==> config.mk <==
export PLATFORM = sky130hd
export DESIGN_NAME = insn_retire_monitor
export DESIGN_NICKNAME = d
export VERILOG_FILES = /design/src/rtl/insn_retire_monitor.sv
export SDC_FILE = /design/constraint.sdc
export NUM_CORES = 1
export LEC_CHECK = 0
export BUFFER_PORTS_ARGS = -buffer_cell sky130_fd_sc_hd__buf_2
export CAP_MARGIN = 20
export CORE_MARGIN = 2
export CORE_UTILIZATION = 40
export CTS_CLUSTER_DIAMETER = 80
export DETAILED_ROUTE_END_ITERATION = 12
export PLACE_DENSITY = 0.58
export REMOVE_ABC_BUFFERS = 1
export SYNTH_ARGS = -nofsm -noshare
export SYNTH_HDL_FRONTEND = slang
export SYNTH_SLANG_ARGS = --single-unit
==> constraint.sdc <==
create_clock -name i_clk -period 6.99 [get_ports i_clk]
set_input_delay 0.3495 -clock i_clk [delete_from_list [all_inputs] [get_ports i_clk]]
set_output_delay 0.3495 -clock i_clk [all_outputs]
set_load 0.02 [all_outputs]
==> src/rtl/insn_retire_monitor.sv <==
// Run monitor for the single-cycle core: counts cycles and retirements,
// samples the PC periodically and flags PASS (self-loop halt) or FAIL (timeout).
module insn_retire_monitor #(
  parameter int PC_W           = 32,
  parameter int CNT_W          = 32,
  parameter int TIMEOUT_CYCLES = 2000,
  parameter int HALT_REPEAT    = 8,
  parameter int SAMPLE_PERIOD  = 100
) (
  input  logic             i_clk,
  input  logic             i_rst_n,
  input  logic             i_clear,
  input  logic [PC_W-1:0]  i_pc_debug,
  input  logic             i_insn_vld,
  output logic [1:0]       o_state,
  output logic             o_pass,
  output logic             o_fail,
  output logic [CNT_W-1:0] o_cycles,
  output logic [CNT_W-1:0] o_retired,
  output logic [PC_W-1:0]  o_halt_pc,
  output logic             o_sample_vld,
  output logic [PC_W-1:0]  o_sample_pc
);

  localparam int IW = $clog2(TIMEOUT_CYCLES + 1);
  localparam int RW = $clog2(HALT_REPEAT + 1);
  localparam int SW = $clog2(SAMPLE_PERIOD + 1);

  localparam logic [IW-1:0] TO_LIM = IW'(TIMEOUT_CYCLES);
  localparam logic [RW-1:0] HR_LIM = RW'(HALT_REPEAT);
  localparam logic [SW-1:0] SP_TOP = SW'(SAMPLE_PERIOD - 1);

  typedef enum logic [1:0] {
    S_WAIT    = 2'b00,
    S_RUN     = 2'b01,
    S_HALT    = 2'b10,
    S_TIMEOUT = 2'b11
  } state_t;

  state_t            r_state;
  logic [IW-1:0]     r_idle_cnt;
  logic [RW-1:0]     r_rep_cnt;
  logic [PC_W-1:0]   r_last_pc;
  logic [SW-1:0]     r_samp_cnt;
  logic              r_pass;
  logic              r_fail;
  logic [CNT_W-1:0]  r_cycles;
  logic [CNT_W-1:0]  r_retired;
  logic [PC_W-1:0]   r_halt_pc;
  logic              r_sample_vld;
  logic [PC_W-1:0]   r_sample_pc;

  logic              w_active;
  logic              w_same;
  logic [IW-1:0]     w_idle_nxt;
  logic [RW-1:0]     w_rep_nxt;
  logic              w_timeout;
  logic              w_halt;

  always_comb begin
    w_active   = (r_state == S_WAIT) || (r_state == S_RUN);
    // WAIT means nothing has retired yet, so no run is in progress
    w_same     = (r_state == S_RUN) && (i_pc_debug == r_last_pc);
    w_idle_nxt = i_insn_vld ? '0 : r_idle_cnt + IW'(1);
    w_rep_nxt  = w_same ? r_rep_cnt + RW'(1) : RW'(1);
    w_timeout  = w_active && !i_insn_vld && (w_idle_nxt == TO_LIM);
    w_halt     = (r_state == S_RUN) && i_insn_vld && (w_rep_nxt == HR_LIM);
  end

  always_ff @(posedge i_clk or negedge i_rst_n) begin
    if (!i_rst_n) begin
      r_state      <= S_WAIT;
      r_idle_cnt   <= '0;
      r_rep_cnt    <= '0;
      r_last_pc    <= '0;
      r_samp_cnt   <= '0;
      r_pass       <= 1'b0;
      r_fail       <= 1'b0;
      r_cycles     <= '0;
      r_retired    <= '0;
      r_halt_pc    <= '0;
      r_sample_vld <= 1'b0;
      r_sample_pc  <= '0;
    end else if (i_clear) begin
      r_state      <= S_WAIT;
      r_idle_cnt   <= '0;
      r_rep_cnt    <= '0;
      r_last_pc    <= '0;
      r_samp_cnt   <= '0;
      r_pass       <= 1'b0;
      r_fail       <= 1'b0;
      r_cycles     <= '0;
      r_retired    <= '0;
      r_halt_pc    <= '0;
      r_sample_vld <= 1'b0;
      r_sample_pc  <= '0;
    end else if (w_active) begin
      if (r_cycles != '1) r_cycles <= r_cycles + CNT_W'(1);
      r_idle_cnt <= w_idle_nxt;
      if (i_insn_vld) begin
        if (r_retired != '1) r_retired <= r_retired + CNT_W'(1);
        r_rep_cnt <= w_rep_nxt;
        r_last_pc <= i_pc_debug;
      end
      if (r_samp_cnt == SP_TOP) begin
        r_samp_cnt   <= '0;
        r_sample_vld <= 1'b1;
        r_sample_pc  <= i_pc_debug;
      end else begin
        r_samp_cnt   <= r_samp_cnt + SW'(1);
        r_sample_vld <= 1'b0;
      end
      if (w_timeout) begin
        r_state <= S_TIMEOUT;
        r_fail  <= 1'b1;
      end else if (w_halt) begin
        r_state   <= S_HALT;
        r_pass    <= 1'b1;
        r_halt_pc <= i_pc_debug;
      end else if (i_insn_vld && r_state == S_WAIT) begin
        r_state <= S_RUN;
      end
    end else begin
      r_sample_vld <= 1'b0;
    end
  end

  assign o_state      = r_state;
  assign o_pass       = r_pass;
  assign o_fail       = r_fail;
  assign o_cycles     = r_cycles;
  assign o_retired    = r_retired;
  assign o_halt_pc    = r_halt_pc;
  assign o_sample_vld = r_sample_vld;
  assign o_sample_pc  = r_sample_pc;

endmodule

==> results_tabular.tex, run 1 <==
\begin{tabular}{lr}
\hline
Metric & Value \\
\hline
\multicolumn{2}{l}{\textbf{Finish}} \\
Antenna diode count & 0 \\
Net count reported at finish & 1189 \\
Area delta synth->final & 18.8\% \\
Proportion of layout cells with a drive suffix above 1 & 19.0\% \\
Final non-filler cell area & 10800 sq um \\
\multicolumn{2}{l}{\textbf{STA}} \\
Setup TNS after final layout & 0 ps \\
Final hold violation count & 0 \\
Final worst-path cycle share & 40.1\% \\
Max-Slew Margin vs Limit & 36.3\% \\
Final setup violation count & 0 \\
Setup repair after global routing missed its margin & no \\
Maximum frequency from static timing analysis & 357 MHz \\
Number of pins with negative max-slew slack in the final report & 0 \\
Worst slew pin tran & 955 ps \\
Largest clock skew in the final design & 14.0 ps \\
Final min period & 2800 ps \\
\multicolumn{2}{l}{\textbf{Clock tree}} \\
Deepest level of the CTS H-tree & 4 \\
Post-cts resize count & 0 \\
Clock tree from TritonCTS & yes \\
Cell at the root of the clock tree & sky130\_fd\_sc\_hd\_\_clkbuf\_16 \\
CTS Buffer Depth & 2 \\
Worst-path clk slew & 80 ps \\
Skew-Pair Late Insertion Delay & 440 ps \\
Inserted Clock Buffers & 17 \\
Total clock sinks & 187 \\
\multicolumn{2}{l}{\textbf{Logic synthesis}} \\
Synthesized area per cell & 9.03 sq um \\
Cell types occupying the most area after synthesis & sky130\_fd\_sc\_hd\_\_dfrtp\_1 (51\%), sky130\_fd\_sc\_hd\_\_nand2\_1 (8.3\%), sky130\_fd\_sc\_hd\_\_a21oi\_1 (7.0\%) \\
Part of the Yosys area used for sequential elements & 51.5\% \\
Yosys Warn Count & 0 \\
Primary FF master, synth & sky130\_fd\_sc\_hd\_\_dfrtp\_1 \\
Post-synthesis sequential element count & 187 \\
Top cells by instance count after synthesis & sky130\_fd\_sc\_hd\_\_nand2\_1 (200), sky130\_fd\_sc\_hd\_\_dfrtp\_1 (187), sky130\_fd\_sc\_hd\_\_a21oi\_1 (127), sky130\_fd\_sc\_hd\_\_nor2\_1 (81) \\
Top cell type's share of synthesized area & 51.5\% \\
Number of enable-type register cells in the synthesized netlist & 0 \\
Number of distinct library cell variants in the gate-level netlist after synthesis & 45 \\
Number of cells produced by synthesis & 1007 \\
Post-synth top area cell & sky130\_fd\_sc\_hd\_\_dfrtp\_1 \\
Most frequently used cell type in the post-synthesis netlist & sky130\_fd\_sc\_hd\_\_nand2\_1 \\
Mapped cell area & 9090 sq um \\
Proportion of synthesized flip-flops having asynchronous set or reset & 100\% \\
\multicolumn{2}{l}{\textbf{Min path}} \\
Hold Crit Class & input port to flop \\
\multicolumn{2}{l}{\textbf{Route}} \\
DRC violations left & 0 \\
Detailed-routing iteration count for the pre-antenna-repair pass & 5 \\
Via count & 7628 \\
Final routed wire length divided by cell count & 16.1 um \\
Total wirelength of the detailed-routed design & 23.3 mm \\
Post-detailed-route count of antenna-violating nets & 0 \\
DRC marker count from the first detailed-route iteration & 449 \\
Number of vias per cell after detailed routing & 5.28 \\
\multicolumn{2}{l}{\textbf{Die}} \\
Standard-cell rows & 55 \\
Chip Height & 155 um \\
Die span in x & 155 um \\
Io pins & 169 \\
Effective utilization at floorplan & 40.4\% \\
Die ar. & 24000 sq um \\
Area of the placeable core & 22500 sq um \\
\multicolumn{2}{l}{\textbf{Critical path}} \\
Element type at the critical path start & flop \\
Arr. time, crit path & 3160 ps \\
Req. time, crit path & 7350 ps \\
Largest fanout of any net on the critical path & 35 \\
Critical path type & flop to flop \\
Capturing element type of the critical path & flop \\
\multicolumn{2}{l}{\textbf{GRT}} \\
Largest net degree at the start of global routing & 99 \\
Wire length of the first global-routing pass & 38.8 mm \\
Antenna violations before repair & 0 \\
GR Overflow Total & 0 \\
Vias in the first global route & 7300 \\
GR Util All Layers & 20.1\% \\
\multicolumn{2}{l}{\textbf{Placed design}} \\
Instance area after placement & 10200 sq um \\
Number of I/O port buffers & 168 \\
Gp weighted congestion & 0.784 \\
HPWL after detailed placement & 15.1 mm \\
\multicolumn{2}{l}{\textbf{Job}} \\
Total of max-cap violations & 0 \\
\multicolumn{2}{l}{\textbf{Power and ir drop}} \\
Leak pwr & 4.93 nW \\
Pwr per Cell Area & 209 nW/um\^{}2 \\
VDD IR max & 0.000152 V \\
\multicolumn{2}{l}{\textbf{Status}} \\
Result of the run & completed \\
\hline
\end{tabular}
## worst max-delay path, stage by stage (launching register included)
cell and delay (ps):
sky130_fd_sc_hd__dfrtp_1 480, sky130_fd_sc_hd__buf_4 270, sky130_fd_sc_hd__nand2b_2 620, sky130_fd_sc_hd__nor4_1 610, sky130_fd_sc_hd__o31ai_4 210, sky130_fd_sc_hd__or3_1 380
sky130_fd_sc_hd__a21oi_1 140
## sequential cells by signal (all words and copies together) (netlist names), 2 cells and up
register / count
o_cycles: 32
o_halt_pc: 32
o_retired: 32
o_sample_pc: 32
o_state: 2
r_idle_cnt: 11
r_last_pc: 32
r_rep_cnt: 4
r_samp_cnt: 7
## worst paths after layout
path,cells after the start,end,start,slack (ps)
max,6,o_retired[15],o_state[1],4190
min,3,o_sample_pc[29],i_pc_debug[29],180
max reg2reg,6,o_retired[15],o_state[1],4190
min reg2reg,2,o_fail,o_fail,510
max in group asynchronous,3,r_last_pc[9],i_rst_n,5250
min in group asynchronous,2,o_cycles[14],i_rst_n,450
## cells by family after synthesis
kind of cell | share of synthesized area, %
compound gates | 10.5
xor+xnor | 7.99
mux | 0.991
flops | 51.5
buf+inv | 2.94
simple gates | 25.4
fa+ha+maj | 0.688
## area by class of cell
cell class                 count  area, sq um
sequential                   187         4680
clock inverter                13          170
clock buffer                  19          443
inverter                      12         45.0
fill                        2199        11700
tap                          285          357
timing repair buffer         180          948
multi-input combinational    750         4160
## power breakdown
part,internal (mW),switching (mW)
Combinational,0.0403,0.0917
Clock,0.554,0.462
Sequential,1.10,0.0140
Total,1.69,0.567
## what timing repair did
action                                 in CTS  in global routing
endpoints found under the hold margin      60                  0
hold buffers                                1                  0
buffers inserted                            0                  0
## metrics by stage
step                      util [%]  total power, mW  setup slack, ps  cells  hold slack [ps]
final                         48.0             2.26             4190   1446              181
after global routing          48.0             2.35             3970   1446              169
after CTS                     48.0             2.29             4140   1446              165
after detailed placement      45.2             1.27             4150   1413              369
after global placement        45.2             1.26             4230   1413              362
after floorplan                  -             1.18             2430    949             53.9
## routing by layer
| layer | vias up | wire length [um] | track usage (%) |
|---|---|---|---|
| li1 | 3722 | - | - |
| met5 | - | 0 | 0 |
| met4 | 0 | 189 | 4.54 |
| met3 | 12 | 985 | 3.56 |
| met1 | 3722 | 11400 | 28.7 |
| met2 | 172 | 10700 | 32.0 |
## layout by cell type (no fill, tap or decap), types with 12 or more instances in the layout
cell type	netlist	layout
sky130_fd_sc_hd__and3_1	16	16
sky130_fd_sc_hd__buf_2	4	166
sky130_fd_sc_hd__nor2_1	81	80
sky130_fd_sc_hd__nand3_1	50	50
sky130_fd_sc_hd__o21ai_0	18	18
sky130_fd_sc_hd__xor2_1	38	38
sky130_fd_sc_hd__or3_1	19	19
sky130_fd_sc_hd__clkbuf_16	0	17
sky130_fd_sc_hd__nor3_1	23	23
sky130_fd_sc_hd__nand4_1	30	30
sky130_fd_sc_hd__a21oi_1	127	127
sky130_fd_sc_hd__nand3b_1	16	16
sky130_fd_sc_hd__xnor2_1	45	45
sky130_fd_sc_hd__inv_1	12	12
sky130_fd_sc_hd__nand2_1	200	200
sky130_fd_sc_hd__dfrtp_1	187	187
Note: power is estimated with default switching activity, not from simulation.
==> run 2, diff against run 1 <==
Clock period 6.99 ns to 2.85 ns, I/O delays scaled along.
==> run 2 against run 1 <==
Compared with the run above: utilization grew 1.9 points; count of clock-buffer cells in the layout shrank 2; clock power grew 130%; die area is the same; critical path type unchanged; hold slack lost 120 ps; final area grew 4.0%; worst setup slack lost 3700 ps; via count grew 2.2%; largest cell class unchanged; critical path depth grew 1.
==> results_tabular.tex, run 2 (synthesis gave the netlist of run 1 again) <==
\begin{tabular}{lr}
\hline
Metric & Value \\
\hline
\multicolumn{2}{l}{\textbf{Status}} \\
Result of the run & completed \\
\multicolumn{2}{l}{\textbf{Critical path}} \\
Crit path max-delay family & simple AND/OR/NAND/NOR gates \\
Arr. time, crit path & 2660 ps \\
Slack of the worst reg-to-reg path & 470 ps \\
Source of the critical timing path & o\_retired[0] \\
Capturing element type of the critical path & flop \\
Critical path type & flop to flop \\
Launch point of the worst reg-to-reg path & o\_retired[0] \\
Req. time, crit path & 3140 ps \\
Number of buffer and inverter stages on the critical path & 0 \\
Largest fanout of any net on the critical path & 12 \\
Element type at the critical path start & flop \\
Cell breakdown of the critical path & ha\_1 > and2\_0 > or4b\_1 > o31a\_1 > nand4\_1 > xor2\_1 > nor2\_1 \\
Slowest cell on the critical path & sky130\_fd\_sc\_hd\_\_or4b\_1 \\
Largest stage delay on the critical path & 600 ps \\
\multicolumn{2}{l}{\textbf{Min path}} \\
Hold Crit Class & input port to flop \\
Startpoint of the most critical hold path & i\_clear \\
\multicolumn{2}{l}{\textbf{STA}} \\
Worst slew pin tran & 699 ps \\
Smallest setup slack after layout & 475 ps \\
Final min period & 2380 ps \\
Largest clock skew in the final design & 14.2 ps \\
Maximum frequency from static timing analysis & 421 MHz \\
Final setup violation count & 0 \\
Setup repair after global routing missed its margin & no \\
Final worst-path cycle share & 83.3\% \\
Number of pins with negative max-slew slack in the final report & 0 \\
Final hold violation count & 0 \\
Max-Slew Margin vs Limit & 53.0\% \\
\multicolumn{2}{l}{\textbf{Clock tree}} \\
Clock tree from TritonCTS & yes \\
Inserted Clock Buffers & 17 \\
Worst-path clk slew & 80 ps \\
Cell at the root of the clock tree & sky130\_fd\_sc\_hd\_\_clkbuf\_16 \\
Deepest level of the CTS H-tree & 4 \\
Number of setup buffers added after CTS & 0 \\
CTS Buffer Depth & 2 \\
Skew-Pair Late Insertion Delay & 440 ps \\
Total clock sinks & 187 \\
\multicolumn{2}{l}{\textbf{GRT}} \\
Antenna violations before repair & 0 \\
GR Util All Layers & 20.3\% \\
Largest net degree at the start of global routing & 80 \\
Vias in the first global route & 7446 \\
GR Overflow Total & 0 \\
Wire length of the first global-routing pass & 39.2 mm \\
\multicolumn{2}{l}{\textbf{Die}} \\
Io pins & 169 \\
Chip Height & 155 um \\
Die ar. & 24000 sq um \\
Standard-cell rows & 55 \\
Effective utilization at floorplan & 40.4\% \\
Area of the placeable core & 22500 sq um \\
Die span in x & 155 um \\
\multicolumn{2}{l}{\textbf{Finish}} \\
Area delta synth->final & 23.5\% \\
Antenna diode count & 0 \\
Most frequent cells in the layout & sky130\_fd\_sc\_hd\_\_nand2\_1 (200), sky130\_fd\_sc\_hd\_\_dfrtp\_1 (187), sky130\_fd\_sc\_hd\_\_buf\_2 (166) \\
Most common library cell in the layout ignoring fill and taps & sky130\_fd\_sc\_hd\_\_nand2\_1 \\
Proportion of layout cells with a drive suffix above 1 & 19.8\% \\
Final design utilization & 49.9\% \\
Net count reported at finish & 1238 \\
\multicolumn{2}{l}{\textbf{Placed design}} \\
Worst slack at placement & 477 ps \\
Number of I/O port buffers & 168 \\
Gp weighted congestion & 0.812 \\
HPWL after detailed placement & 15.8 mm \\
\multicolumn{2}{l}{\textbf{Route}} \\
Total wirelength of the detailed-routed design & 23.7 mm \\
Number of vias per cell after detailed routing & 5.21 \\
Final routed wire length divided by cell count & 15.9 um \\
Post-detailed-route count of antenna-violating nets & 0 \\
DRC violations left & 0 \\
Via count & 7796 \\
Detailed-routing iteration count for the pre-antenna-repair pass & 7 \\
DRC marker count from the first detailed-route iteration & 511 \\
\multicolumn{2}{l}{\textbf{Power and ir drop}} \\
VDD IR max & 0.000351 V \\
Pwr per Cell Area & 483 nW/um\^{}2 \\
Leak pwr & 5.15 nW \\
\multicolumn{2}{l}{\textbf{Job}} \\
Total of max-cap violations & 0 \\
\hline
\end{tabular}
run 2: cell types whose count changed in the layout (fill, tap and decap cells not counted), moves of 2 or more:
cell / change
sky130_fd_sc_hd__buf_4: +15
sky130_fd_sc_hd__buf_12: +2
sky130_fd_sc_hd__dlygate4sd3_1: +32
sky130_fd_sc_hd__inv_8: +2
sky130_fd_sc_hd__clkinv_2: +3
sky130_fd_sc_hd__bufinv_16: -2
run 2: power breakdown:
group	total [mW]	switching, mW	internal [mW]
registers	2.72	0.0341	2.69
clock network	2.34	1.17	1.17
logic	0.368	0.233	0.135
total	5.43	1.43	3.99
run 2: worst paths after layout:
check                                 to  cells past startpoint
min reg2reg                 o_halt_pc[5]                      2
min                        o_halt_pc[23]                      2
max in group asynchronous         o_fail                      3
max                        o_retired[10]                      7
min in group asynchronous   o_cycles[14]                      2
max reg2reg                o_retired[10]                      7
run 2: worst register-to-register path: stages, from the launching register on:
cell,delay (ps)
sky130_fd_sc_hd__dfrtp_1,410
sky130_fd_sc_hd__ha_1,180
sky130_fd_sc_hd__and2_0,140
sky130_fd_sc_hd__or4b_1,600
sky130_fd_sc_hd__o31a_1,500
sky130_fd_sc_hd__nand4_1,170
sky130_fd_sc_hd__xor2_1,150
sky130_fd_sc_hd__nor2_1,60
run 2: timing repair:
| item | in CTS | in global routing |
|---|---|---|
| hold buffers | 33 | 0 |
| hold endpoints to repair | 158 | 0 |
| resized for setup | 0 | 0 |
run 2: metal layers:
layer  track usage, %  wire length (um)  vias up
met3             3.17               844       20
met4             6.39               323        0
met5                0                 0        -
met1             29.2             11500     3776
li1                 -                 -     3826
met2             31.5             11000      174
run 2: final cells by class:
| class | instances | area (sq um) |
|---|---|---|
| Clock buffer | 17 | 425 |
| Timing Repair Buffer | 229 | 1420 |
| Clock inverter | 15 | 148 |
| Inverter | 12 | 45.0 |
| Tap cell | 285 | 357 |
| Multi-Input combinational cell | 750 | 4160 |
| Fill cell | 2118 | 11300 |
| Sequential cell | 187 | 4680 |
run 2: per-stage QoR:
step | instance area, sq um | hold slack [ps] | total power, mW | setup TNS (ps) | instances
2_1_floorplan | 8870 | -153 | 2.90 | -53360 | 949
3_3_place_gp | 10300 | 239 | 3.11 | 0 | 1430
3_5_place_dp | 10300 | 237 | 3.12 | 0 | 1430
4_1_cts | 11200 | 55.4 | 5.51 | 0 | 1495
5_1_grt | 11200 | 66.7 | 5.67 | 0 | 1495
6_report | 11200 | 62.2 | 5.43 | 0 | 1495
